<file path="src/rtl/parking_sensor_conditioner_pkg.sv">
// Shared constants and types for the parking-lot sensor front end.
//   DefaultCapacity        - default number of parking slots
//   DefaultDebounceCycles  - default debounce length in synchronised cycles
//   occ_width()            - smallest occupancy width able to hold 0..capacity
//   occ_event_e            - {entry_pulse, exit_pulse} decoded as an occupancy event
package parking_sensor_conditioner_pkg;

    localparam int unsigned DefaultCapacity       = 8;
    localparam int unsigned DefaultDebounceCycles = 4;

    function automatic int unsigned occ_width(input int unsigned capacity);
        return $clog2(capacity + 1);
    endfunction

    localparam int unsigned DefaultCntW = occ_width(DefaultCapacity);

    typedef enum logic [1:0] {
        EvNone  = 2'b00,
        EvExit  = 2'b01,
        EvEntry = 2'b10,
        EvBoth  = 2'b11
    } occ_event_e;

endpackage

</file>
<file path="src/rtl/parking_sensor_conditioner_sensor_debounce.sv">
// One sensor channel: 2-flop synchroniser, debounce counter and rising-edge pulse.
//   clk      in  clock, rising edge
//   rst_n    in  asynchronous active-low reset
//   raw_i    in  asynchronous sensor level
//   level_o  out debounced level
//   rise_o   out registered pulse, high in the first cycle level_o reads 1
module parking_sensor_conditioner_sensor_debounce #(
    parameter int unsigned DEBOUNCE_CYCLES = 4
) (
    input  logic clk,
    input  logic rst_n,
    input  logic raw_i,
    output logic level_o,
    output logic rise_o
);

    // Counter only ever holds 0..DEBOUNCE_CYCLES-1: it clears on the cycle it would reach the limit.
    localparam int unsigned CntW = (DEBOUNCE_CYCLES > 1) ? $clog2(DEBOUNCE_CYCLES) : 1;
    localparam logic [CntW-1:0] CntLast = CntW'(DEBOUNCE_CYCLES - 1);

    logic            sync1_q, sync2_q;
    logic            stable_q, stable_d;
    logic [CntW-1:0] cnt_q, cnt_d;
    logic            rise_q, rise_d;

    always_comb begin
        cnt_d    = cnt_q;
        stable_d = stable_q;
        if (sync2_q == stable_q) begin
            cnt_d = '0;
        end else if (cnt_q == CntLast) begin
            stable_d = ~stable_q;
            cnt_d    = '0;
        end else begin
            cnt_d = cnt_q + CntW'(1);
        end
        rise_d = stable_d & ~stable_q;
    end

    always_ff @(posedge clk or negedge rst_n) begin
        if (!rst_n) begin
            sync1_q  <= 1'b0;
            sync2_q  <= 1'b0;
            stable_q <= 1'b0;
            cnt_q    <= '0;
            rise_q   <= 1'b0;
        end else begin
            sync1_q  <= raw_i;
            sync2_q  <= sync1_q;
            stable_q <= stable_d;
            cnt_q    <= cnt_d;
            rise_q   <= rise_d;
        end
    end

    assign level_o = stable_q;
    assign rise_o  = rise_q;

endmodule

</file>
<file path="src/rtl/parking_sensor_conditioner.sv">
// Parking-lot sensor conditioner: debounced entry/exit levels for the gate controller,
// arrival/departure pulses and a saturating occupancy count with status/error flags.
//   clk, rst_n           clock (rising edge), asynchronous active-low reset
//   entry/exit_sensor_raw_i  raw asynchronous loop sensors, 1 = vehicle present
//   entry/exit_detect_o      debounced levels
//   entry/exit_pulse_o       1-cycle pulse on debounced 0->1
//   occupancy_o              vehicles currently in the lot
//   lot_full_o / lot_empty_o occupancy == CAPACITY / occupancy == 0
//   entry_blocked_o          1-cycle pulse: arrival refused, lot full
//   underflow_err_o          sticky: departure seen with lot empty
module parking_sensor_conditioner
    import parking_sensor_conditioner_pkg::*;
#(
    parameter int unsigned DEBOUNCE_CYCLES = DefaultDebounceCycles,
    parameter int unsigned CAPACITY        = DefaultCapacity,
    parameter int unsigned CNT_W           = occ_width(CAPACITY)
) (
    input  logic             clk,
    input  logic             rst_n,
    input  logic             entry_sensor_raw_i,
    input  logic             exit_sensor_raw_i,
    output logic             entry_detect_o,
    output logic             exit_detect_o,
    output logic             entry_pulse_o,
    output logic             exit_pulse_o,
    output logic [CNT_W-1:0] occupancy_o,
    output logic             lot_full_o,
    output logic             lot_empty_o,
    output logic             entry_blocked_o,
    output logic             underflow_err_o
);

    localparam logic [CNT_W-1:0] OccFull = CNT_W'(CAPACITY);

    logic             entry_pulse, exit_pulse;
    occ_event_e       occ_event;
    logic [CNT_W-1:0] occ_q, occ_d;
    logic             blocked_q, blocked_d;
    logic             underflow_q, underflow_d;

    parking_sensor_conditioner_sensor_debounce #(
        .DEBOUNCE_CYCLES(DEBOUNCE_CYCLES)
    ) u_entry (
        .clk    (clk),
        .rst_n  (rst_n),
        .raw_i  (entry_sensor_raw_i),
        .level_o(entry_detect_o),
        .rise_o (entry_pulse)
    );

    parking_sensor_conditioner_sensor_debounce #(
        .DEBOUNCE_CYCLES(DEBOUNCE_CYCLES)
    ) u_exit (
        .clk    (clk),
        .rst_n  (rst_n),
        .raw_i  (exit_sensor_raw_i),
        .level_o(exit_detect_o),
        .rise_o (exit_pulse)
    );

    assign occ_event = occ_event_e'({entry_pulse, exit_pulse});

    always_comb begin
        occ_d       = occ_q;
        blocked_d   = 1'b0;
        underflow_d = underflow_q;
        unique case (occ_event)
            EvEntry: begin
                if (occ_q == OccFull) blocked_d = 1'b1;
                else                  occ_d     = occ_q + CNT_W'(1);
            end
            EvExit: begin
                if (occ_q == '0) underflow_d = 1'b1;
                else             occ_d       = occ_q - CNT_W'(1);
            end
            // Simultaneous arrival and departure cancel out at any occupancy.
            EvNone, EvBoth: ;
            default: ;
        endcase
    end

    always_ff @(posedge clk or negedge rst_n) begin
        if (!rst_n) begin
            occ_q       <= '0;
            blocked_q   <= 1'b0;
            underflow_q <= 1'b0;
        end else begin
            occ_q       <= occ_d;
            blocked_q   <= blocked_d;
            underflow_q <= underflow_d;
        end
    end

    assign entry_pulse_o   = entry_pulse;
    assign exit_pulse_o    = exit_pulse;
    assign occupancy_o     = occ_q;
    assign lot_full_o      = (occ_q == OccFull);
    assign lot_empty_o     = (occ_q == '0);
    assign entry_blocked_o = blocked_q;
    assign underflow_err_o = underflow_q;

endmodule

</file>
<file path="config.mk">
export PLATFORM = sky130hd
export DESIGN_NAME = parking_sensor_conditioner
export DESIGN_NICKNAME = d
export VERILOG_FILES = /design/src/rtl/parking_sensor_conditioner_pkg.sv /design/src/rtl/parking_sensor_conditioner_sensor_debounce.sv /design/src/rtl/parking_sensor_conditioner.sv
export SDC_FILE = /design/constraint.sdc
export NUM_CORES = 1
export LEC_CHECK = 0
export CORE_MARGIN = 2
export CORE_UTILIZATION = 45
export DETAILED_ROUTE_END_ITERATION = 16
export DONT_BUFFER_PORTS = 1
export GPL_TIMING_DRIVEN = 0
export HOLD_SLACK_MARGIN = 0.05
export PLACE_DENSITY = 0.74
export REMOVE_ABC_BUFFERS = 1
export SYNTH_ARGS = -nofsm -noshare
export SYNTH_HDL_FRONTEND = slang
export SYNTH_SLANG_ARGS = --single-unit
</file>
<file path="constraint.sdc">
create_clock -name clk -period 1.5 [get_ports clk]
set_input_delay 0.15 -clock clk [delete_from_list [all_inputs] [get_ports clk]]
set_output_delay 0.15 -clock clk [all_outputs]
set_load 0.01 [all_outputs]
</file>
# After elaboration in Yosys (flattened, before gate mapping)
# Index checks and enable logic that the tools add are counted.
dict set report totals {
  output_inout_bits 12
  input_bits 4
  ff_bits 18
}
dict set report op_classes {
  n_eq_ne 9
  n_reduce_logical 4
  mux 13
  addsub 4
  n_bitwise 4
}
# operator count
set ops {}
lappend ops {{2-bit two-way mux} 4}
lappend ops {{4-bit two-way mux} 2}
lappend ops {{4-bit case mux with 2 select lines} 1}
lappend ops {{2-bit equality test, second input constant} 3}
lappend ops {{1-bit two-way mux} 6}
lappend ops {{2-bit by 1-bit adder with 2-bit output, second input constant} 2}
lappend ops {{4-bit by 1-bit adder with 4-bit output, second input constant} 1}
lappend ops {{4-bit equality test, second input constant} 1}
lappend ops {{4-bit zero test} 1}
lappend ops {{2-bit inequality test, second input constant} 2}
lappend ops {{4-bit by 1-bit subtractor with 4-bit output, second input constant} 1}
lappend ops {{3-bit AND reduction} 1}
lappend ops {{1-bit AND} 2}
lappend ops {{1-bit equality test} 2}
lappend ops {{2-bit by 1-bit equality test with 1-bit output, second input constant} 1}
lappend ops {{1-bit NOT} 2}
lappend ops {{2-bit AND reduction} 1}
lappend ops {{2-bit nonzero test} 1}

# Depth between registers and ports, before layout
# Gate-level depths: netlist of the first run.
dict set report depth {
  depth_word 4
  mapped_depth 6
  mapped_depth_nobuf 6
}

# By module
# Synthesis of the first run repeated with hierarchy kept, for this count alone.
dict set report hier_totals {
  hier_cells 77
  hier_area_um2 869.6
}
# mod cells_per_inst instances area_each_um2
set modules_own_cells {}
lappend modules_own_cells {parking_sensor_conditioner 49 1 461.7}
lappend modules_own_cells {parking_sensor_conditioner_sensor_debounce 14 2 203.9}

# Worst setup path after synthesis of the first run
# No wires, ideal clock.
dict set report synth_path {
  kind {reg2reg}
  from {reg u_entry.rise_q, in the netlist u_entry.rise_o}
  to {reg occ_q[2], in the netlist occupancy_o[2]}
  slack_ps -30
  arrival_time_ps 1399
  n_path_buf 0
  path_stages_with_launch 7
  cell_sequence {dfrtp_1 > nand2b_1 > xnor2_1 > ha_1 > nor4_1 > a31oi_1 > xnor2_1}
}
dict set report synth_via {
  elab_chain_cells 3
  word_cells_on_any_way 7
}
# element line
set synth_lines {}
lappend synth_lines {{start: declaration} parking_sensor_conditioner_sensor_debounce.sv:24} ;# logic rise_q, rise_d;
lappend synth_lines {{start signal: assignment} parking_sensor_conditioner_sensor_debounce.sv:52} ;# rise_q <= rise_d;
lappend synth_lines {{2-bit by 1-bit equality test with 1-bit output / 2-bit equality test (equally long branches)} parking_sensor_conditioner.sv:67} ;# unique case (occ_event)
lappend synth_lines {{2-bit inequality test (no source line) / 2-bit nonzero test (equally long branches)} -}
lappend synth_lines {{3-bit AND reduction (no source line)} -}
lappend synth_lines {{end signal: assignment} parking_sensor_conditioner.sv:84} ;# occ_q <= '0;
lappend synth_lines {{end signal: assignment} parking_sensor_conditioner.sv:88} ;# occ_q <= occ_d;
lappend synth_lines {{end: declaration} parking_sensor_conditioner.sv:37} ;# logic [CNT_W-1:0] occ_q, occ_d;
# Several ways; a longest one is shown, not always the timed one.
# A chain may end at the register's enable or synchronous reset.

# Worst setup path in the final report of the first run
dict set report layout_path {
  from {reg occ_q[2], in the netlist occupancy_o[2]}
  to {reg occ_q[1], in the netlist occupancy_o[1]}
}
dict set report layout_via {
  elab_chain_cells 3
  word_cells_on_any_way 5
}
# element line
set layout_lines {}
lappend layout_lines {{4-bit zero test} -}
lappend layout_lines {{via lot_empty_o} parking_sensor_conditioner.sv:28} ;# output logic lot_empty_o,
lappend layout_lines {{2-bit inequality test (no source line)} -}
lappend layout_lines {{3-bit AND reduction (no source line)} -}
# The timed path passes the listed nets, and every way through them passes these cells.

==> impl_metrics.py, run 1 <==
metrics = {
    "power": {
        "intPower_mw": 0.924,
        "finalPower_mw": 1.45,
        "p_seq_frac": 0.591,
        "cellLeakagePower_nw": 0.376,
        "switchingPower_mw": 0.523,
        "pwr_density_cell_mw_per_mm2": 1740,
        "power_frac_comb": 0.249,
        "switching_share": 0.362,
        "ir_drop_mv": 0.978,
        "clockPowerShare": 0.160,
    },
    "sta": {
        "relSlewSlack": 0.468,
        "slew_viol_final": 0,
        "rsz0062_at_grt": "yes",
        "min_period_ps": 1530,
        "tns_ps": -34.9,
        "finalHoldViolations": 0,
        "timing.fmax_mhz": 653,
        "tightest_slew_ps": 795,
        "finalSetupViolCount": 3,
        "hold_slack_ps": 345,
        "clock_skew_ps": 9.50,
        "min_period_over_period": 1.02,
        "worst_slack_ps": -32.3,
    },
    "setup_path": {
        "cp-end-kind": "flip-flop",
        "cp.arrival_ps": 1700,
        "crit_type": "flip-flop to flip-flop",
        "cp_top_family": "flip-flops",
        "crit_cells": 3,
        "crit_required_ps": 1670,
        "cp_max_fo": 6,
        "slowest_stage": "dfrtp_2",
        "path_buf_inv": 0,
        "startpoint_type": "flip-flop",
        "rr_worst_depth": 3,
        "crit_chain": "nor4_4, o2bb2ai_2, mux2_4",
        "slowest_delay_ps": 490,
    },
    "routing": {
        "drc": 0,
        "finalWirelength_mm": 1.22,
        "vias": 434,
        "via_per_inst": 5.64,
        "first_pass_iters": 2,
        "ant_nets": 0,
        "dr.first_iter.drc_count": 4,
        "wire_per_inst_um": 15.8,
    },
    "die": {
        "die-width_um": 44.2,
        "start_util": 0.483,
        "row_count": 14,
        "core_mm2": 0.00151,
        "die_area_mm2": 0.00195,
        "die_h_um": 44.2,
        "io_pins": 16,
    },
    "placement": {
        "place_congestion": 0.771,
        "hpwl_um": 796,
        "place_area_um2": 747,
        "pre_cts_ws_ps": -157,
        "dp.cells": 70,
        "port_buffers": 0,
    },
    "synth": {
        "synth_edf_count": 0,
        "ys_seq_area_frac": 0.620,
        "ys_warn_count": 0,
        "synth_cell_types": 25,
        "ys_ff_latch": 18,
        "syn_area_um2": 727,
        "syn_avg_cell_area_um2": 13.5,
        "synth_top_flop_cell": "dfrtp_1",
        "syn_inst": 54,
        "synthArstFlopShare": 1.00,
    },
    "clocking": {
        "numCtsBuffers": 3,
        "cts-root-buf": "clkbuf_4",
        "clk_latency_ps": 290,
        "cts_tree": "built",
        "path_clk_slew_ps": 100,
        "cts_buffer_depth": 2,
        "clock-sinks": 18,
        "cts-htree-levels": 1,
    },
    "finish": {
        "final_cells": 77,
        "drive_gt1_frac": 0.262,
        "diodes": 0,
        "finalInstanceArea_um2": 832,
        "post-route-util": 0.552,
        "nFillCells": 129,
        "final_nets": 70,
        "syn2layout_area_growth_pct": 14.5,
    },
    "outcome": {
        "violations": "negative setup slack",
        "status": "finished with violations",
    },
    "global_route": {
        "grt_max_degree": 19,
        "grtUsageTotal": 0.148,
        "antenna_found_initial": 0,
        "grt_pass1_vias": 481,
        "overflow": 0,
        "grt_first_pass_wirelength_mm": 1.97,
    },
    "job": {
        "drv_cap": 0,
    },
    "worst_hold_path": {
        "whs_path_depth": 0,
        "hp-class": "flip-flop to flip-flop",
    },
}
worst paths after layout:
kind / startpoint / to / slack, ps
max: occupancy_o[2]$_DFFE_PN0P_ / occupancy_o[1]$_DFFE_PN0P_ / -30
min: u_entry.sync1_q$_DFF_PN0_ / u_entry.sync2_q$_DFF_PN0_ / 340
max reg2reg: occupancy_o[2]$_DFFE_PN0P_ / occupancy_o[1]$_DFFE_PN0P_ / -30
min reg2reg: u_entry.sync1_q$_DFF_PN0_ / u_entry.sync2_q$_DFF_PN0_ / 340
max in group asynchronous: rst_n / occupancy_o[1]$_DFFE_PN0P_ / 570
min in group asynchronous: rst_n / occupancy_o[3]$_DFFE_PN0P_ / 380
power groups by stage:
stage | clock network (mW) | registers (mW) | logic [mW]
2_1_floorplan | 0 | 0.804 | 0.267
3_3_place_gp | 0 | 0.834 | 0.294
3_5_place_dp | 0 | 0.841 | 0.318
4_1_cts | 0.241 | 0.843 | 0.355
5_1_grt | 0.260 | 0.881 | 0.413
6_report | 0.231 | 0.855 | 0.361
Yosys cell counts (2+ instances only):
master | instances | area (µm²)
a31oi_1 | 2 | 12.5
dfrtp_1 | 18 | 450
ha_1 | 3 | 37.5
inv_1 | 3 | 11.3
nand2_1 | 2 | 7.51
nor2_1 | 2 | 7.51
nor3_1 | 3 | 15.0
xnor2_1 | 3 | 26.3
xor2_1 | 2 | 17.5
area by class of cell:
cell class / instances / area [µm²] / share of cell area
Sequential cell: 18 / 457 / 0.549
Multi-Input combinational cell: 33 / 284 / 0.341
Timing Repair Buffer: 4 / 37.5 / 0.0451
Clock buffer: 3 / 22.5 / 0.0271
Tap cell: 16 / 20.0 / 0.0241
Inverter: 3 / 11.3 / 0.0135
what timing repair did:
item                       4_1_cts  5_1_grt
hold buffers                     3        0
resized for setup                6        3
hold endpoints to repair        20        0
setup buffers                    1        0
setup endpoints to repair        3        4
pin swaps                        2        0
cells in the final DEF, fill, tap and decap left out, types with 2 or more instances in the layout:
cell,synthesis,layout
dlygate4sd3_1,0,3
ha_1,3,3
xnor2_1,3,3
inv_1,3,3
dfrtp_1,18,13
nor2_1,2,2
a31oi_1,2,2
dfrtp_2,0,5
clkbuf_4,0,3
xor2_1,2,2
nor3_1,3,2
cells by family (layout without fill, tap and decap cells):
group / after synthesis / in the layout / synth area share
buf+inv: 3 / 10 / 0.0155
simple gates: 15 / 15 / 0.136
compound gates: 8 / 8 / 0.0860
mux: 2 / 2 / 0.0310
fa+ha+maj: 3 / 3 / 0.0516
xor+xnor: 5 / 5 / 0.0603
flops: 18 / 18 / 0.620
layer usage:
metal  up-vias  wire, µm  global-route usage
met5         -         0                   0
met4         0        11              0.0545
met3         2       107              0.0857
met2        20       629               0.253
met1       206       469               0.150
li1        206         -                   -
sequential cells by signal (all words and copies together) (netlist names):
name / flops
u_exit.sync1_q: 1
entry_blocked_o: 1
u_entry.rise_o: 1
u_exit.sync2_q: 1
u_exit.rise_o: 1
occupancy_o: 4
underflow_err_o: 1
u_entry.level_o: 1
u_entry.sync2_q: 1
u_exit.level_o: 1
u_entry.cnt_q: 2
u_entry.sync1_q: 1
u_exit.cnt_q: 2
Power figures use the tool's default switching activity.
==> inputs of run 2 (changes only) <==
--- a/config.mk
+++ b/config.mk
@@ -6,12 +6,12 @@
 export NUM_CORES = 1
 export LEC_CHECK = 0
 export CORE_MARGIN = 2
-export CORE_UTILIZATION = 45
+export CORE_UTILIZATION = 42
 export DETAILED_ROUTE_END_ITERATION = 16
-export DONT_BUFFER_PORTS = 1
 export GPL_TIMING_DRIVEN = 0
 export HOLD_SLACK_MARGIN = 0.05
-export PLACE_DENSITY = 0.74
+export PLACE_DENSITY = 0.83
+export RECOVER_POWER = 50
 export REMOVE_ABC_BUFFERS = 1
 export SYNTH_ARGS = -nofsm -noshare
 export SYNTH_HDL_FRONTEND = slang
==> run 2 against run 1 <==
Compared with the run above:
- the run now ends clean
- cell count increased by 25%
- combinational power increased by 87%
- critical path depth increased by 3
- sequential share of layout area fell by 8.6 points
- clock skew shrank 7.8 ps
- critical path type unchanged
- critical endpoint is now occupancy_o[2]$_DFFE_PN0P_
==> impl_metrics.py, run 2 (same netlist as run 1, synthesis figures left out) <==
metrics = {
    "routing": {
        "wire_per_inst_um": 12.8,
        "ant_nets": 0,
        "drc": 0,
        "first_pass_iters": 3,
        "finalWirelength_mm": 1.23,
        "vias": 492,
        "dr.first_iter.drc_count": 4,
        "via_per_inst": 5.13,
    },
    "clocking": {
        "numCtsBuffers": 3,
        "clock-sinks": 18,
        "path_clk_slew_ps": 90,
        "cts-htree-levels": 1,
        "cts_tree": "built",
        "clk_latency_ps": 280,
        "cts-root-buf": "clkbuf_4",
        "ctsHoldBuffers": 0,
        "cts_buffer_depth": 2,
    },
    "die": {
        "core_mm2": 0.00167,
        "die_area_mm2": 0.00208,
        "die_h_um": 45.6,
        "io_pins": 16,
        "start_util": 0.435,
        "row_count": 15,
        "die-width_um": 45.6,
    },
    "placement": {
        "place_congestion": 0.791,
        "pre_cts_ws_ps": -137,
        "hpwl_um": 810,
        "place_area_um2": 898,
        "port_buffers": 15,
    },
    "setup_path": {
        "crit_type": "flip-flop to flip-flop",
        "crit_path_end": "occupancy_o[2]$_DFFE_PN0P_",
        "reg2reg_from": "occupancy_o[1]$_DFFE_PN0P_",
        "slowest_stage": "dfrtp_2",
        "crit_required_ps": 1670,
        "crit_chain": "buf_4, xnor2_2, ha_2, nor4_1, a31oi_1, xnor2_1",
        "cp-end-kind": "flip-flop",
        "regToRegSetupSlack_ps": 40,
        "crit_start": "occupancy_o[1]$_DFFE_PN0P_",
        "startpoint_type": "flip-flop",
        "r2r_end": "occupancy_o[2]$_DFFE_PN0P_",
        "cp_max_fo": 7,
        "cp.arrival_ps": 1630,
        "slowest_delay_ps": 410,
        "rr_worst_depth": 6,
    },
    "finish": {
        "final_common_cell": "dfrtp_1",
        "drive_gt1_frac": 0.291,
        "final_nets": 88,
        "diodes": 0,
        "syn2layout_area_growth_pct": 35.8,
        "largest_reg_flops": 4,
        "layout_common_cells": "13 x dfrtp_1, 8 x buf_4, 7 x clkdlybuf4s50_1",
        "finalInstanceArea_um2": 987,
    },
    "global_route": {
        "antenna_found_initial": 0,
        "overflow": 0,
        "grt_first_pass_wirelength_mm": 2.10,
        "grt_pass1_vias": 486,
        "grtUsageTotal": 0.143,
        "grt_max_degree": 19,
        "grt_util_met1": 0.191,
        "use_met3": 0.0278,
        "top_usage_layer": "met2",
        "grtUsageMet2": 0.223,
    },
    "sta": {
        "finalSetupViolCount": 0,
        "tns_ps": 0,
        "finalHoldViolations": 0,
        "hold_slack_ps": 355,
        "clock_skew_ps": 1.66,
        "min_period_over_period": 0.974,
        "slew_viol_final": 0,
        "timing.fmax_mhz": 685,
        "rsz0062_at_grt": "yes",
        "relSlewSlack": 0.485,
        "worst_slack_ps": 39.3,
        "tightest_slew_ps": 769,
        "min_period_ps": 1460,
    },
    "worst_hold_path": {
        "hp-class": "flip-flop to flip-flop",
    },
    "power": {
        "pwr_density_cell_mw_per_mm2": 1680,
        "cellLeakagePower_nw": 0.459,
        "ir_drop_mv": 0.871,
        "finalPower_mw": 1.65,
    },
    "outcome": {
        "status": "finished, final reports clean",
    },
    "job": {
        "drv_cap": 0,
    },
}
run 2: critical path: cells and delay by family, from the launching register on:
| family | cells | cell delay [ps] |
|---|---|---|
| flops | 1 | 410 |
| buf+inv | 1 | 170 |
| compound gates | 1 | 90 |
| xor+xnor | 2 | 270 |
| fa+ha+maj | 1 | 170 |
| simple gates | 1 | 230 |
run 2: worst min path at each step:
stage,from,slack [ps],cells after the start,end
5_1_grt,u_exit.sync1_q$_DFF_PN0_,370,0,u_exit.sync2_q$_DFF_PN0_
3_3_place_gp,u_exit.sync1_q$_DFF_PN0_,330,0,u_exit.sync2_q$_DFF_PN0_
6_report,u_exit.sync1_q$_DFF_PN0_,350,0,u_exit.sync2_q$_DFF_PN0_
4_1_cts,exit_sensor_raw_i,290,1,u_exit.sync1_q$_DFF_PN0_
3_5_place_dp,u_exit.sync1_q$_DFF_PN0_,330,0,u_exit.sync2_q$_DFF_PN0_
2_1_floorplan,rst_n,-150,0,entry_blocked_o$_DFF_PN0_
run 2: what timing repair did:
item | in CTS | in global routing
gates cloned | 0 | 0
gates resized for setup | 11 | 5
pin swaps | 1 | 1
setup endpoints to repair | 7 | 3
buffers inserted | 6 | 1
run 2: layout make-up:
cell class                      instances  area, µm²
Clock buffer                            3       22.5
Fill cell                             141        683
Inverter                                3       11.3
Multi-Input combinational cell         33        283
Sequential cell                        18        457
Tap cell                               17       21.3
Timing Repair Buffer                   22        193
run 2: where the power goes:
group,internal [mW],switching (mW),total [mW]
logic,0.392,0.283,0.676
clock network,0.0931,0.130,0.223
registers,0.626,0.128,0.755
total,1.11,0.542,1.65
run 2: metal layers:
layer  wire length [µm]  vias up  part of all wire
met3                 43        2             0.035
met4                  7        0            0.0057
met2                631       10              0.52
li1                   -      239                 -
met1                542      241              0.44
met5                  0        -                 0
run 2: metrics by stage:
stage / cells / util
final: 96 / 0.591
after global routing: 96 / 0.591
after CTS: 95 / 0.584
after detailed placement: 86 / 0.538
after global placement: 86 / 0.538
after floorplan: 54 / -
